`config.mk`:
```
export PLATFORM = sky130hd
export DESIGN_NAME = armleocpu_mul_controller_flat
export DESIGN_NICKNAME = d
export VERILOG_FILES = /design/src/rtl/armleocpu_mul_controller_pkg.sv /design/src/rtl/armleocpu_mul_controller_if.sv /design/src/rtl/armleocpu_mul_controller_multiplier.sv /design/src/rtl/armleocpu_mul_controller.sv /design/src/flat_wrapper.sv
export SDC_FILE = /design/constraint.sdc
export NUM_CORES = 2
export LEC_CHECK = 0
export ABC_AREA = 1
export CAP_MARGIN = 5
export CORE_ASPECT_RATIO = 1.4
export CORE_MARGIN = 3
export CORE_UTILIZATION = 55
export CTS_CLUSTER_SIZE = 12
export DETAILED_ROUTE_END_ITERATION = 16
export PLACE_DENSITY_LB_ADDON = 0.2
export SLEW_MARGIN = 20
export SYNTH_ARGS = -nofsm -noshare
export SYNTH_HDL_FRONTEND = slang
export SYNTH_SLANG_ARGS = --single-unit
```
`constraint.sdc`:
```
create_clock -name clk -period 8.08 [get_ports clk]
set_input_delay 2.02 -clock clk [delete_from_list [all_inputs] [get_ports clk]]
set_output_delay 2.02 -clock clk [all_outputs]
set_load 0.05 [all_outputs]
```
`src/rtl/armleocpu_mul_controller_pkg.sv`:
```
// armleocpu_mul_controller_pkg: shared multiply-group funct3 encodings, controller state encodings and helpers
//   XLEN      : datapath width (32)
//   mul_op_t  : funct3[1:0] encodings for MUL/MULH/MULHSU/MULHU
//   state_t   : 2-bit controller state encoding
//   neg       : two's-complement negation of an XLEN-bit value
package armleocpu_mul_controller_pkg;
    localparam int XLEN = 32;
    typedef enum logic [1:0] {
        MUL_OP    = 2'd0,
        MULH_OP   = 2'd1,
        MULHSU_OP = 2'd2,
        MULHU_OP  = 2'd3
    } mul_op_t;
    typedef enum logic [1:0] {
        IDLE = 2'd0,
        MULT = 2'd1,
        FIX  = 2'd2,
        DONE = 2'd3
    } state_t;
    function automatic logic [XLEN-1:0] neg(input logic [XLEN-1:0] x);
        return ~x + 1'b1;
    endfunction
endpackage

```
`src/rtl/armleocpu_mul_controller_if.sv`:
```
// armleocpu_mul_controller_if: execute-to-multiply-controller request/response bundle
//   master (execute)    : drives valid, kill, funct3, rs1, rs2; sees ready, result, busy
//   slave  (controller) : the reverse
interface armleocpu_mul_controller_if;
    import armleocpu_mul_controller_pkg::*;
    logic            valid;
    logic            kill;
    logic [1:0]      funct3;
    logic [XLEN-1:0] rs1;
    logic [XLEN-1:0] rs2;
    logic            ready;
    logic [XLEN-1:0] result;
    logic            busy;
    modport master (output valid, kill, funct3, rs1, rs2, input ready, result, busy);
    modport slave  (input valid, kill, funct3, rs1, rs2, output ready, result, busy);
endinterface

```
`src/rtl/armleocpu_mul_controller_multiplier.sv`:
```
// armleocpu_multiplier: registered unsigned 32x32->64 multiplier, product one cycle after valid_i
//   clk, rst_n  : clock, async active-low reset
//   valid_i     : start; factors sampled on this cycle
//   factor0_i/1 : unsigned factors
//   ready_o     : product valid (one cycle after valid_i)
//   result_o    : 64-bit product
module armleocpu_multiplier
    import armleocpu_mul_controller_pkg::*;
(
    input  logic              clk,
    input  logic              rst_n,
    input  logic              valid_i,
    input  logic [XLEN-1:0]   factor0_i,
    input  logic [XLEN-1:0]   factor1_i,
    output logic              ready_o,
    output logic [2*XLEN-1:0] result_o
);
    logic              ready_q;
    logic [2*XLEN-1:0] result_q;
    always_ff @(posedge clk or negedge rst_n) begin
        if (!rst_n) begin
            ready_q  <= 1'b0;
            result_q <= '0;
        end else begin
            ready_q <= valid_i;
            if (valid_i)
                result_q <= 64'(factor0_i) * 64'(factor1_i);
        end
    end
    assign ready_o  = ready_q;
    assign result_o = result_q;
endmodule

```
`src/rtl/armleocpu_mul_controller.sv`:
```
// armleocpu_mul_controller: RV32M MUL/MULH/MULHSU/MULHU sequencer around an unsigned 1-cycle multiplier
//   clk, rst_n : clock, async active-low reset
//   bus        : slave side of the execute request bundle (valid/kill/funct3/rs1/rs2 in,
//                ready pulse / held result / busy out)
module armleocpu_mul_controller
    import armleocpu_mul_controller_pkg::*;
(
    input  logic                          clk,
    input  logic                          rst_n,
    armleocpu_mul_controller_if.slave     bus
);
    state_t            state_q, state_d;
    logic [XLEN-1:0]   a_q, a_d, b_q, b_d, result_q, result_d;
    logic              negate_q, negate_d, high_q, high_d, ready_q, ready_d;
    logic              mul_ready;
    logic [2*XLEN-1:0] prod, p;
    mul_op_t           op;
    logic              sa, sb;

    armleocpu_multiplier u_mul (
        .clk       (clk),
        .rst_n     (rst_n),
        .valid_i   (state_q == MULT),
        .factor0_i (a_q),
        .factor1_i (b_q),
        .ready_o   (mul_ready),
        .result_o  (prod)
    );

    // Operands are turned into magnitudes up front so the multiplier only sees unsigned values;
    // 0x80000000 negates to itself, which is the correct unsigned magnitude.
    assign op = mul_op_t'(bus.funct3);
    assign sa = (op == MULH_OP || op == MULHSU_OP) && bus.rs1[XLEN-1];
    assign sb = (op == MULH_OP) && bus.rs2[XLEN-1];
    assign p  = negate_q ? ~prod + 64'd1 : prod;

    always_comb begin
        state_d  = state_q;
        a_d      = a_q;
        b_d      = b_q;
        negate_d = negate_q;
        high_d   = high_q;
        result_d = result_q;
        ready_d  = 1'b0;
        if (bus.kill)
            state_d = IDLE;
        else
            case (state_q)
                IDLE: if (bus.valid) begin
                    a_d      = sa ? neg(bus.rs1) : bus.rs1;
                    b_d      = sb ? neg(bus.rs2) : bus.rs2;
                    negate_d = (op == MULH_OP) ? bus.rs1[XLEN-1] ^ bus.rs2[XLEN-1] :
                               (op == MULHSU_OP) ? bus.rs1[XLEN-1] : 1'b0;
                    high_d   = op != MUL_OP;
                    state_d  = MULT;
                end
                MULT: state_d = FIX;
                FIX: if (mul_ready) begin
                    result_d = high_q ? p[2*XLEN-1:XLEN] : p[XLEN-1:0];
                    ready_d  = 1'b1;
                    state_d  = DONE;
                end
                DONE: state_d = IDLE;
                default: state_d = IDLE;
            endcase
    end

    always_ff @(posedge clk or negedge rst_n) begin
        if (!rst_n) begin
            state_q  <= IDLE;
            a_q      <= '0;
            b_q      <= '0;
            negate_q <= 1'b0;
            high_q   <= 1'b0;
            result_q <= '0;
            ready_q  <= 1'b0;
        end else begin
            state_q  <= state_d;
            a_q      <= a_d;
            b_q      <= b_d;
            negate_q <= negate_d;
            high_q   <= high_d;
            result_q <= result_d;
            ready_q  <= ready_d;
        end
    end

    assign bus.ready  = ready_q;
    assign bus.result = result_q;
    assign bus.busy   = state_q != IDLE;
endmodule

```
`src/flat_wrapper.sv`:
```
// flat-port wrapper written by rule: the top's interface ports become plain ports
module armleocpu_mul_controller_flat import armleocpu_mul_controller_pkg::*;
  (clk, rst_n, bus_valid, bus_kill, bus_funct3, bus_rs1, bus_rs2, bus_ready, bus_result, bus_busy);
  armleocpu_mul_controller_if bus_i ();
  input  logic clk;
  input  logic rst_n;
  input wire logic [$bits(bus_i.valid)-1:0] bus_valid;
  input wire logic [$bits(bus_i.kill)-1:0] bus_kill;
  input wire logic [$bits(bus_i.funct3)-1:0] bus_funct3;
  input wire logic [$bits(bus_i.rs1)-1:0] bus_rs1;
  input wire logic [$bits(bus_i.rs2)-1:0] bus_rs2;
  output wire logic [$bits(bus_i.ready)-1:0] bus_ready;
  output wire logic [$bits(bus_i.result)-1:0] bus_result;
  output wire logic [$bits(bus_i.busy)-1:0] bus_busy;
  assign bus_i.valid = bus_valid;
  assign bus_i.kill = bus_kill;
  assign bus_i.funct3 = bus_funct3;
  assign bus_i.rs1 = bus_rs1;
  assign bus_i.rs2 = bus_rs2;
  assign bus_ready = bus_i.ready;
  assign bus_result = bus_i.result;
  assign bus_busy = bus_i.busy;
  armleocpu_mul_controller u_core (.clk(clk), .rst_n(rst_n), .bus(bus_i));
endmodule
```
==> run_results.csv <==
group,metric,value,unit
cts,post_cts_hold_buffer_count,0,
floorplan,die_w,253,um
synthesis,ys.warnings.count,0,
cts,clock_path_buffers,2,
synthesis,ys_dominant_reg_cell,"sky130_fd_sc_hd__dfrtp_1",
layout,mostFrequentLayoutCells,"sky130_fd_sc_hd__nand2_1 (1,975), sky130_fd_sc_hd__inv_1 (1,880), sky130_fd_sc_hd__fa_1 (896)",
timing,final-hold-violation-count,0,
detailed_routing,vias,39598,
hold_path,worstHoldPathCells,2,
timing,fin_crit,7.67,ns
floorplan,core_region_area,84300,um2
cts,clock_tree_from_tritoncts,"built",
cts,numCtsBuffers,17,
layout,num-nets-final,7747,
timing,period_share,0.949,
cts,clkLatencyLatePin,0.52,ns
worst_setup_path,timing.critical_path.fanout_max,19,
timing,slew_viol_final,0,
floorplan,floorplan.io_pins,104,
timing,max_clock_freq,130,MHz
place,hpwl,123000,um
worst_setup_path,cp_dominant_cell_by_count,"sky130_fd_sc_hd__fa_1",
timing,tightestPinTransition,1.20,ns
hold_path,timing.hold.worst_endpoint,"u_core.bus.result[18]$_DFFE_PN0P_",
worst_setup_path,setup.reg_to_reg.worst_slack,0.41,ns
global_routing,grt_start_max_net_pins,136,
worst_setup_path,max_stage_delay,1.14,ns
synthesis,synthesis.instances,6570,
synthesis,syn_avg_cell_area,7.13,um2
synthesis,synthDistinctLibCells,50,
timing,setup_repair_after_global_routing_missed_its_margin,"no",
detailed_routing,avgViaCountPerCell,5.20,
hold_path,min-delay-start,"u_core.bus.result[18]$_DFFE_PN0P_",
worst_setup_path,critical_path.startpoint_type,"flop",
synthesis,mappedNetlistNets,7809,
timing,finalSetupTns,0,ns
cts,postCtsResizedCells,0,
worst_setup_path,r2r-end,"u_core.u_mul.result_o[55]$_DFFE_PN0P_",
worst_setup_path,number_of_cell_instances_on_the_worst_register_to_register_path,25,
hold_path,min-delay-path-class,"flop to flop",
detailed_routing,remaining_drc_errors,0,
worst_setup_path,critical-path-top-delay-family,"adder cells",
detailed_routing,detail_route.iter0.violations,2566,
global_routing,grt_antenna_before_repair,8,
floorplan,rows,126,
layout,layout_commonest_cell,"sky130_fd_sc_hd__nand2_1",
cts,clk_pin_slew,0.07,ns
layout,proportion_of_layout_cells_with_a_drive_suffix_above_1,0.0422,
worst_setup_path,worst_r2r_startpoint,"u_core.a_q[9]$_DFFE_PN0P_",
place,placement.io_buffers,103,
worst_setup_path,worstPathBufferInverterCount,5,
layout,fillers,8075,
place,globalplace.congestion,1.01,
detailed_routing,wl,149000,um
detailed_routing,route.antenna.remaining_nets,0,
synthesis,ys_seq_elements,166,
synthesis,async_flop_share,1.00,
cts,cts.root.buffer_cell,"sky130_fd_sc_hd__clkbuf_16",
detailed_routing,avgRoutedWirePerCell,19.6,um
cts,htree_levels,4,
floorplan,initial_core_util,0.555,
worst_setup_path,critical_path_end_type,"flop",
worst_setup_path,signal_arrival_time_at_the_worst_endpoint,8.06,ns
global_routing,grt_first_pass_wirelength,233000,um
timing,setup-violations-final,0,
worst_setup_path,crit_type,"flop to flop",
global_routing,first_global_vias,41473,
layout,syn_to_final_growth,6.29,%
global_routing,grt_util_all_layers,0.349,
floorplan,vert_die_dim,351,um
timing,slew_headroom,0.199,
cts,post_cts_setup_buffer_count,0,
detailed_routing,detail_route.first_pass.iterations,6,
timing,fin_skew,0.0193,ns
synthesis,syn-cell-area,46800,um2
worst_setup_path,crit_slowest_cell,"sky130_fd_sc_hd__dfrtp_1",
floorplan,die_area,88700,um2
run,max_cap_violations,0,
outcome,status,"completed",
synthesis,synth_seq_area_share,0.0887,
cts,cts.sink_count,166,
synthesis,number_of_flops_mapped_to_enable_cells_by_yosys,0,
worst_setup_path,worstPathRequired,8.47,ns
global_routing,globalRouteOverflowTotal,0,
==> worst min-delay path, cell delays in order (launching register included) <==
cell	delay [ns]
sky130_fd_sc_hd__dfrtp_1	0.34
sky130_fd_sc_hd__nand2_1	0.05
sky130_fd_sc_hd__nand2_1	0.05
==> through the flow <==
step | worst slack, ns | area [um2] | hold slack, ns | util | instances
after detailed placement | 0.553 | 49100 | 0.464 | 0.582 | 7576
after floorplan | 1.76 | 46800 | 0.472 | - | 6570
after CTS | 0.518 | 49800 | 0.484 | 0.590 | 7608
after global placement | 0.571 | 49100 | 0.464 | 0.582 | 7576
final | 0.413 | 49800 | 0.478 | 0.590 | 7610
after global routing | 0.177 | 49800 | 0.510 | 0.590 | 7609
==> flip-flops by register name (all words and copies together) (netlist names) <==
name                   flops
u_core.high_q              1
u_core.bus.result         32
u_core.u_mul.result_o     64
u_core.u_mul.ready_o       1
u_core.b_q                32
u_core.state_q             2
u_core.negate_q            1
u_core.bus.ready           1
u_core.a_q                32
==> per-layer routing <==
metal  part of all wire  GRT usage
met4              0.074      0.223
met2               0.49      0.599
met3              0.078     0.0745
met5            0.00049          0
met1               0.36      0.395
==> Yosys cell counts (all sizes together), types with 3 or more instances <==
cell type / number / share of area
a21oi: 110 / 0.012
nand2: 1993 / 0.16
clkinv: 3 / 0.00024
buf: 22 / 0.0022
o21ai: 134 / 0.015
nand4: 40 / 0.0053
inv: 1895 / 0.15
nor3: 25 / 0.0034
a31oi: 10 / 0.0013
o22ai: 4 / 0.00053
nand3: 240 / 0.027
and2: 4 / 0.00053
or2: 13 / 0.0018
ha: 273 / 0.073
o21bai: 10 / 0.0017
nand3b: 16 / 0.0028
fa: 896 / 0.38
dfrtp: 166 / 0.089
clkbuf: 290 / 0.023
xor2: 35 / 0.0065
xnor2: 27 / 0.0051
nor2: 350 / 0.031
nor4: 5 / 0.00067
==> worst max-delay path by stage <==
stage / startpoint / slack (ns) / cells after the start / endpoint
detailed placement: u_core.a_q[9]$_DFFE_PN0P_ / 0.55 / 25 / u_core.u_mul.result_o[55]$_DFFE_PN0P_
global placement: u_core.a_q[9]$_DFFE_PN0P_ / 0.57 / 25 / u_core.u_mul.result_o[55]$_DFFE_PN0P_
global route: u_core.a_q[16]$_DFFE_PN0P_ / 0.18 / 28 / u_core.u_mul.result_o[43]$_DFFE_PN0P_
finish: u_core.a_q[9]$_DFFE_PN0P_ / 0.41 / 25 / u_core.u_mul.result_o[55]$_DFFE_PN0P_
floorplan: u_core.a_q[30]$_DFFE_PN0P_ / 1.76 / 28 / u_core.u_mul.result_o[61]$_DFFE_PN0P_
CTS: u_core.a_q[9]$_DFFE_PN0P_ / 0.52 / 25 / u_core.u_mul.result_o[55]$_DFFE_PN0P_
==> cell type report <==
type / count / area [um2] / share of cell area
Antenna cell: 1 / 2.50 / 0.0000503
Clock buffer: 22 / 484 / 0.00973
Clock inverter: 10 / 166 / 0.00334
Inverter: 1898 / 7120 / 0.143
Multi-Input combinational cell: 4194 / 34400 / 0.691
Sequential cell: 166 / 4180 / 0.0840
Tap cell: 1088 / 1360 / 0.0274
Timing Repair Buffer: 231 / 2080 / 0.0418
==> cell families after synthesis <==
logic type,Yosys count,synth area share
buffers and inverters,2210,0.178
AOI/OAI and AO/OA,276,0.0320
and+or+nand+nor,2687,0.234
xor gates and xnor gates,62,0.0116
DFF,166,0.0887
adders and majority gates,1169,0.456
Power is left out: the tool's default activity adds up to more than one toggle a clock period on the data nets, which glitch-free logic cannot reach.
